===== config.mk =====
export PLATFORM = sky130hd
export DESIGN_NAME = decoder
export DESIGN_NICKNAME = d
export VERILOG_FILES = /design/src/rtl/decoder.sv
export SDC_FILE = /design/constraint.sdc
export NUM_CORES = 1
export LEC_CHECK = 0
export ABC_AREA = 1
export BUFFER_PORTS_ARGS = -buffer_cell sky130_fd_sc_hd__buf_2
export CORE_MARGIN = 2
export CORE_UTILIZATION = 57
export CTS_CLUSTER_DIAMETER = 120
export DETAILED_ROUTE_END_ITERATION = 8
export PLACE_DENSITY = 0.8
export SLEW_MARGIN = 40
export SYNTH_ARGS = -nofsm -noshare
export SYNTH_HDL_FRONTEND = slang
export SYNTH_SLANG_ARGS = --single-unit
export TNS_END_PERCENT = 100

===== constraint.sdc =====
create_clock -name clk -period 2 [get_ports clk]
set_clock_uncertainty 0.15 [all_clocks]
set_input_delay 0.3 -clock clk [delete_from_list [all_inputs] [get_ports clk]]
set_output_delay 0.3 -clock clk [all_outputs]
set_load 0.02 [all_outputs]

===== src/rtl/decoder.sv =====
// -----------------------------------------------------------------------------
// decoder
// Turns a stream of token IDs back into text. Token IDs are read from a token
// SRAM, each ID k>=1 is resolved to the k-th zero-terminated word of the vocab
// SRAM, and the word bytes are written to an output SRAM. The text is closed
// with a 0 terminator. All three SRAMs read synchronously with 1-cycle latency.
//
// Build option:
//   DECODER_SEP_EN  when defined, SEP is written between consecutive words;
//                   when undefined, words are simply concatenated.
//
// Ports:
//   clk, rst_n      clock (rising edge), asynchronous active-low reset
//   cs              start pulse, honoured in IDLE and DONE
//   done            high from entry to DONE until the next start
//   err             sticky per run: unresolvable token or output overflow
//   tok_addr/dout   token SRAM read port
//   voc_addr/dout   vocab SRAM read port
//   out_addr/din/we output SRAM write port (one byte per cycle)
//
// Vocabulary resolution: cnt starts at k-1 and is decremented on every 0 byte
// of the vocab scan; the copy starts where cnt reaches 0. Empty slots (a 0 at
// the start of a word, e.g. zero padding after the last real word) are not
// words: the copy skips them, and a token that only finds padding up to
// VOCAB_END is flagged and dropped without writing anything.
//
// Read-latency bookkeeping: in SEEK and COPY the scan address advances every
// cycle, so voc_dout always holds the byte at voc_addr_q-1 (after the first
// priming cycle of SEEK).
// -----------------------------------------------------------------------------
module decoder #(
    parameter int                    ADDR_WIDTH = 4,
    parameter int                    DATA_WIDTH = 8,
    parameter logic [ADDR_WIDTH-1:0] VOCAB_END  = {ADDR_WIDTH{1'b1}},
    parameter logic [DATA_WIDTH-1:0] SEP        = 8'h20
) (
    input  logic                  clk,
    input  logic                  rst_n,
    input  logic                  cs,
    output logic                  done,
    output logic                  err,
    output logic [ADDR_WIDTH-1:0] tok_addr,
    input  logic [DATA_WIDTH-1:0] tok_dout,
    output logic [ADDR_WIDTH-1:0] voc_addr,
    input  logic [DATA_WIDTH-1:0] voc_dout,
    output logic [ADDR_WIDTH-1:0] out_addr,
    output logic [DATA_WIDTH-1:0] out_din,
    output logic                  out_we
);

`ifdef DECODER_SEP_EN
    localparam logic SEP_EN = 1'b1;
`else
    localparam logic SEP_EN = 1'b0;
`endif

    localparam logic [ADDR_WIDTH-1:0] A_ZERO = {ADDR_WIDTH{1'b0}};
    localparam logic [ADDR_WIDTH-1:0] A_ONE  = {{(ADDR_WIDTH-1){1'b0}}, 1'b1};
    localparam logic [ADDR_WIDTH-1:0] A_TOP  = {ADDR_WIDTH{1'b1}};
    localparam logic [DATA_WIDTH-1:0] D_ZERO = {DATA_WIDTH{1'b0}};
    localparam logic [DATA_WIDTH-1:0] D_ONE  = {{(DATA_WIDTH-1){1'b0}}, 1'b1};

    typedef enum logic [2:0] {
        S_IDLE    = 3'd0,
        S_TOK_RD  = 3'd1,
        S_TOK_CHK = 3'd2,
        S_SEEK    = 3'd3,
        S_COPY    = 3'd4,
        S_NEXT    = 3'd5,
        S_TERM    = 3'd6,
        S_DONE    = 3'd7
    } state_t;

    state_t                  state_q,    state_d;
    logic [ADDR_WIDTH-1:0]   tok_addr_q, tok_addr_d;
    logic [ADDR_WIDTH-1:0]   voc_addr_q, voc_addr_d;
    logic [ADDR_WIDTH-1:0]   out_addr_q, out_addr_d;
    logic [ADDR_WIDTH-1:0]   wptr_q,     wptr_d;     // next free output address
    logic [DATA_WIDTH-1:0]   out_din_q,  out_din_d;
    logic [DATA_WIDTH-1:0]   tok_id_q,   tok_id_d;
    logic [DATA_WIDTH-1:0]   cnt_q,      cnt_d;
    logic                    out_we_q,   out_we_d;
    logic                    done_q,     done_d;
    logic                    err_q,      err_d;
    logic                    vld_q,      vld_d;      // voc_dout valid in SEEK
    logic                    first_q,    first_d;    // COPY at start of a word
    logic                    word_wr_q,  word_wr_d;  // a word byte was written
    logic [DATA_WIDTH-1:0]   cnt_dec_s;

    assign done     = done_q;
    assign err      = err_q;
    assign tok_addr = tok_addr_q;
    assign voc_addr = voc_addr_q;
    assign out_addr = out_addr_q;
    assign out_din  = out_din_q;
    assign out_we   = out_we_q;

    // State and datapath registers
    always_ff @(posedge clk or negedge rst_n) begin
        if (!rst_n) begin
            state_q    <= S_IDLE;
            tok_addr_q <= A_ZERO;
            voc_addr_q <= A_ZERO;
            out_addr_q <= A_ZERO;
            wptr_q     <= A_ZERO;
            out_din_q  <= D_ZERO;
            tok_id_q   <= D_ZERO;
            cnt_q      <= D_ZERO;
            out_we_q   <= 1'b0;
            done_q     <= 1'b0;
            err_q      <= 1'b0;
            vld_q      <= 1'b0;
            first_q    <= 1'b0;
            word_wr_q  <= 1'b0;
        end else begin
            state_q    <= state_d;
            tok_addr_q <= tok_addr_d;
            voc_addr_q <= voc_addr_d;
            out_addr_q <= out_addr_d;
            wptr_q     <= wptr_d;
            out_din_q  <= out_din_d;
            tok_id_q   <= tok_id_d;
            cnt_q      <= cnt_d;
            out_we_q   <= out_we_d;
            done_q     <= done_d;
            err_q      <= err_d;
            vld_q      <= vld_d;
            first_q    <= first_d;
            word_wr_q  <= word_wr_d;
        end
    end

    // Word counter after accounting for a terminator seen this cycle
    always_comb begin
        cnt_dec_s = cnt_q;
        if (voc_dout == D_ZERO) begin
            cnt_dec_s = cnt_q - D_ONE;
        end else begin
            cnt_dec_s = cnt_q;
        end
    end

    // Next-state and registered-output logic
    always_comb begin
        state_d    = state_q;
        tok_addr_d = tok_addr_q;
        voc_addr_d = voc_addr_q;
        out_addr_d = out_addr_q;
        wptr_d     = wptr_q;
        out_din_d  = out_din_q;
        tok_id_d   = tok_id_q;
        cnt_d      = cnt_q;
        out_we_d   = 1'b0;
        done_d     = done_q;
        err_d      = err_q;
        vld_d      = vld_q;
        first_d    = first_q;
        word_wr_d  = word_wr_q;

        case (state_q)
            S_IDLE, S_DONE: begin
                if (cs) begin
                    err_d      = 1'b0;
                    done_d     = 1'b0;
                    tok_addr_d = A_ZERO;
                    out_addr_d = A_ZERO;
                    wptr_d     = A_ZERO;
                    word_wr_d  = 1'b0;
                    state_d    = S_TOK_RD;
                end else begin
                    state_d = state_q;
                end
            end
            S_TOK_RD: begin
                state_d = S_TOK_CHK;
            end
            S_TOK_CHK: begin
                tok_id_d = tok_dout;
                if (tok_dout == D_ZERO) begin
                    state_d = S_TERM;
                end else if (SEP_EN && word_wr_q && (wptr_q == A_TOP)) begin
                    // the separator would take the terminator slot
                    err_d   = 1'b1;
                    state_d = S_TERM;
                end else begin
                    if (SEP_EN && word_wr_q) begin
                        out_we_d   = 1'b1;
                        out_din_d  = SEP;
                        out_addr_d = wptr_q;
                        wptr_d     = wptr_q + A_ONE;
                    end else begin
                        out_we_d = 1'b0;
                    end
                    voc_addr_d = A_ZERO;
                    cnt_d      = tok_dout - D_ONE;
                    vld_d      = 1'b0;
                    state_d    = S_SEEK;
                end
            end
            S_SEEK: begin
                if (!vld_q) begin
                    // priming cycle: the read of voc_addr_q is still in flight
                    voc_addr_d = voc_addr_q + A_ONE;
                    if (tok_id_q == D_ONE) begin
                        first_d = 1'b1;
                        state_d = S_COPY;
                    end else begin
                        vld_d = 1'b1;
                    end
                end else begin
                    cnt_d = cnt_dec_s;
                    if (voc_addr_q == VOCAB_END) begin
                        err_d   = 1'b1;
                        state_d = S_NEXT;
                    end else if (cnt_dec_s == D_ZERO) begin
                        voc_addr_d = voc_addr_q + A_ONE;
                        first_d    = 1'b1;
                        state_d    = S_COPY;
                    end else begin
                        voc_addr_d = voc_addr_q + A_ONE;
                    end
                end
            end
            S_COPY: begin
                if (voc_dout != D_ZERO) begin
                    if (wptr_q == A_TOP) begin
                        err_d   = 1'b1;
                        state_d = S_TERM;
                    end else begin
                        out_we_d   = 1'b1;
                        out_din_d  = voc_dout;
                        out_addr_d = wptr_q;
                        wptr_d     = wptr_q + A_ONE;
                        word_wr_d  = 1'b1;
                        first_d    = 1'b0;
                        if (voc_addr_q == VOCAB_END) begin
                            // word runs off the vocab without a terminator
                            err_d   = 1'b1;
                            state_d = S_NEXT;
                        end else begin
                            voc_addr_d = voc_addr_q + A_ONE;
                        end
                    end
                end else if (!first_q) begin
                    state_d = S_NEXT;
                end else if (voc_addr_q == VOCAB_END) begin
                    // only padding up to the end of the vocab: token unresolved
                    err_d   = 1'b1;
                    state_d = S_NEXT;
                end else begin
                    voc_addr_d = voc_addr_q + A_ONE;
                end
            end
            S_NEXT: begin
                if (tok_addr_q == A_TOP) begin
                    state_d = S_TERM;
                end else begin
                    tok_addr_d = tok_addr_q + A_ONE;
                    state_d    = S_TOK_RD;
                end
            end
            S_TERM: begin
                out_we_d   = 1'b1;
                out_din_d  = D_ZERO;
                out_addr_d = wptr_q;
                done_d     = 1'b1;
                state_d    = S_DONE;
            end
            default: begin
                state_d = S_IDLE;
            end
        endcase
    end

endmodule

==> reports/metrics.yaml <==
critical_path:
  cp_max_fo: 11
  reg2reg_depth: 8
  cp.arrival_ps: 1950
  crit_type: "reg -> reg"
  slowest_delay_ps: 440
  path_cells: "buf_4, nor2_8, inv_4, nand2_2, o21ai_2, nor2_4, nand2_1, a22oi_1"
  end_kind: "flip-flop"
  crit_path_start_kind: "flip-flop"
  required_ps: 2070
  slowest_stage: "dfrtp_1"
layout:
  antenna_cells: 0
  syn_to_final_growth_pct: 20.57
  final_cell_mix: "nand2_1, dfrtp_1, buf_2, inv_1, nor2_1"
  nFillCells: 414
  drive_above_1_share_pct: 26.81
  final_common_cell: "nand2_1"
  nets: 437
  finalInstanceArea_sq_um: 3396
worst_hold_path:
  hold_class: "in -> reg"
  min_path_cells: 2
power_and_ir_drop:
  max-vdd-ir-drop_v: 0.0007925
  power_density_nw_per_um2: 1525
  leakage_nw: 1.741
  power_w: 0.005178
global_route:
  gr-total-overflow: 0
  grt_use_total_pct: 24.51
  grt_max_degree: 27
  grt_pass1_wl_um: 10520
  first_global_vias: 2407
  antenna_found_initial: 0
placed_design:
  dpl_cell_area_sq_um: 3179
  dp_hpwl_um: 4777
  port_buffers: 41
  gp_congestion: 0.9298
floorplan:
  die_area_sq_um: 5520
  num_rows: 25
  start_util_pct: 59.24
  io_pins: 42
  core_area_sq_um: 4755
  fp.dieW_um: 74.30
  die_h_um: 74.30
timing:
  maxSlewViolCount: 0
  final-hold-violation-count: 0
  finalSetupTns_ps: 0
  max_freq_mhz: 534.2
  finalSetupViolCount: 0
  rsz0062_at_grt: "yes"
  max_slew_margin_pct: 73.77
  min_period_ps: 1872
  min_period_over_period_pct: 93.60
  worst_pin_slew_ps: 383.5
clock_tree:
  clkLatencyLatePin_ps: 310
  clockBufferDepth: 2
  h-tree-depth: 2
  cts_root_buf: "clkbuf_8"
  clk_pin_slew_ps: 100
  numCtsBuffers: 5
  cts_sinks: 48
  cts_tree: "yes"
yosys:
  syn_area_sq_um: 2816
  synth-async-reset-ratio_pct: 100.0
  synth-seq-cells: 48
  ys_types: 45
  yosysWarnings: 0
  syn_area_per_cell_sq_um: 8.001
  synthCells: 352
  seq_area_frac_synth_pct: 42.65
  synth_edf_count: 0
  synth_ff_type: "dfrtp_1"
  syn-num-nets: 376
drt:
  via_per_inst: 5.428
  wl_per_cell_um: 13.03
  firstDrtPassIters: 4
  antenna_left: 0
  finalWirelength_um: 6266
  drc: 0
  drtIter0Drc: 123
  vias: 2611
run_status:
  status: "finished clean"
job:
  drv_cap: 0
-- per-layer routing --
layer,wire length [um],track usage [%],up-vias
met5,0,0,-
met4,63,5.556,0
met3,259,5.149,7
met2,3085,42.26,65
met1,2858,32.02,1237
li1,-,-,1302
-- per-stage QoR --
| stage | std cells | worst slack, ps | util, % | hold slack [ps] |
|---|---|---|---|---|
| after floorplan | 352 | 223.1 | - | -145.6 |
| after global placement | 470 | 65.29 | 66.87 | 160.1 |
| after detailed placement | 470 | -51.24 | 66.87 | 158.3 |
| after CTS | 479 | 14.29 | 69.97 | 93.33 |
| after global routing | 481 | -10.76 | 71.42 | 87.68 |
| final | 481 | 128.0 | 71.42 | 99.40 |
-- cell type report --
cell class                 instances  area [sq um]  share of cell area (%)
clock buffer                       5         68.82                   2.027
multi-input combinational        251          1439                   42.37
inverter                          46         175.2                   5.158
timing repair buffer              61         357.8                   10.54
tap                               67         83.83                   2.469
clock inverter                     3         68.82                   2.027
sequential                        48          1202                   35.41
-- worst paths after layout --
path | from | end | slack [ps]
min in group asynchronous | rst_n | cnt_q[4]$_DFFE_PN0P_ | 350
min reg2reg | done$_DFFE_PN0P_ | done$_DFFE_PN0P_ | 320
min | voc_dout[2] | out_din[2]$_DFFE_PN0P_ | 100
max in group asynchronous | rst_n | wptr_q[3]$_DFFE_PN0P_ | 1090
max | state_q[2]$_DFFE_PN0P_ | voc_addr[0]$_DFFE_PN0P_ | 130
max reg2reg | state_q[2]$_DFFE_PN0P_ | voc_addr[0]$_DFFE_PN0P_ | 130
-- synth_stat cells, types with 2 or more instances --
master / n / area share, %
nand3_1: 26 / 4.6
a21oi_4: 2 / 1.2
inv_2: 6 / 0.80
inv_1: 39 / 5.2
xor2_1: 3 / 0.93
buf_4: 3 / 0.80
nand2_2: 4 / 0.89
nor2_1: 37 / 4.9
o21ai_1: 5 / 0.89
a32o_1: 8 / 2.8
o22ai_1: 3 / 0.67
a21oi_1: 14 / 2.5
nand4_1: 3 / 0.67
nor3b_1: 2 / 0.53
buf_6: 2 / 0.80
nor2_4: 3 / 1.2
a21oi_2: 3 / 0.93
o21ai_0: 30 / 5.3
o211ai_1: 2 / 0.53
nor3_1: 5 / 0.89
a31oi_1: 2 / 0.44
dfrtp_1: 48 / 43
ha_1: 5 / 2.2
nand2_1: 73 / 9.7
nand3b_1: 2 / 0.53
nor2_2: 3 / 0.67
-- cell families (layout without fill, tap and decap cells) --
logic type | count (synthesis) | count (layout) | share of synthesized area (%)
DFF | 48 | 48 | 42.65
adders and majority gates | 5 | 5 | 2.221
AOI/OAI and AO/OA | 77 | 77 | 18.08
buffers and inverters | 53 | 115 | 8.129
and+or+nand+nor | 165 | 165 | 27.68
xor gates and xnor gates | 4 | 4 | 1.244
-- power breakdown --
part           internal (W)  switching [W]  total [W]
Clock              0.000504       0.000354   0.000858
Combinational       0.00101        0.00165    0.00266
Sequential          0.00135       0.000309    0.00166
Total               0.00287        0.00231    0.00518
-- registers in the layout (all words and copies together) (netlist names) --
name / count
done: 1
first_q: 1
vld_q: 1
wptr_q: 4
state_q: 3
out_addr: 4
voc_addr: 4
tok_addr: 4
out_din: 8
out_we: 1
tok_id_q: 8
cnt_q: 8
err: 1
-- what timing repair did --
action / CTS / global route
gates resized for setup: 0 / 17
hold buffers: 1 / 0
endpoints found under the hold margin: 48 / 0
setup buffers: 0 / 2
endpoints found under the setup margin: 0 / 8
-- critical path: cells and delay by family, from the launching register on --
kind | cells | cell delay [ps]
and+or+nand+nor | 4 | 620
DFF | 1 | 440
AOI/OAI and AO/OA | 2 | 270
buffers and inverters | 2 | 300
No activity file was read; power rests on OpenSTA's default activity.
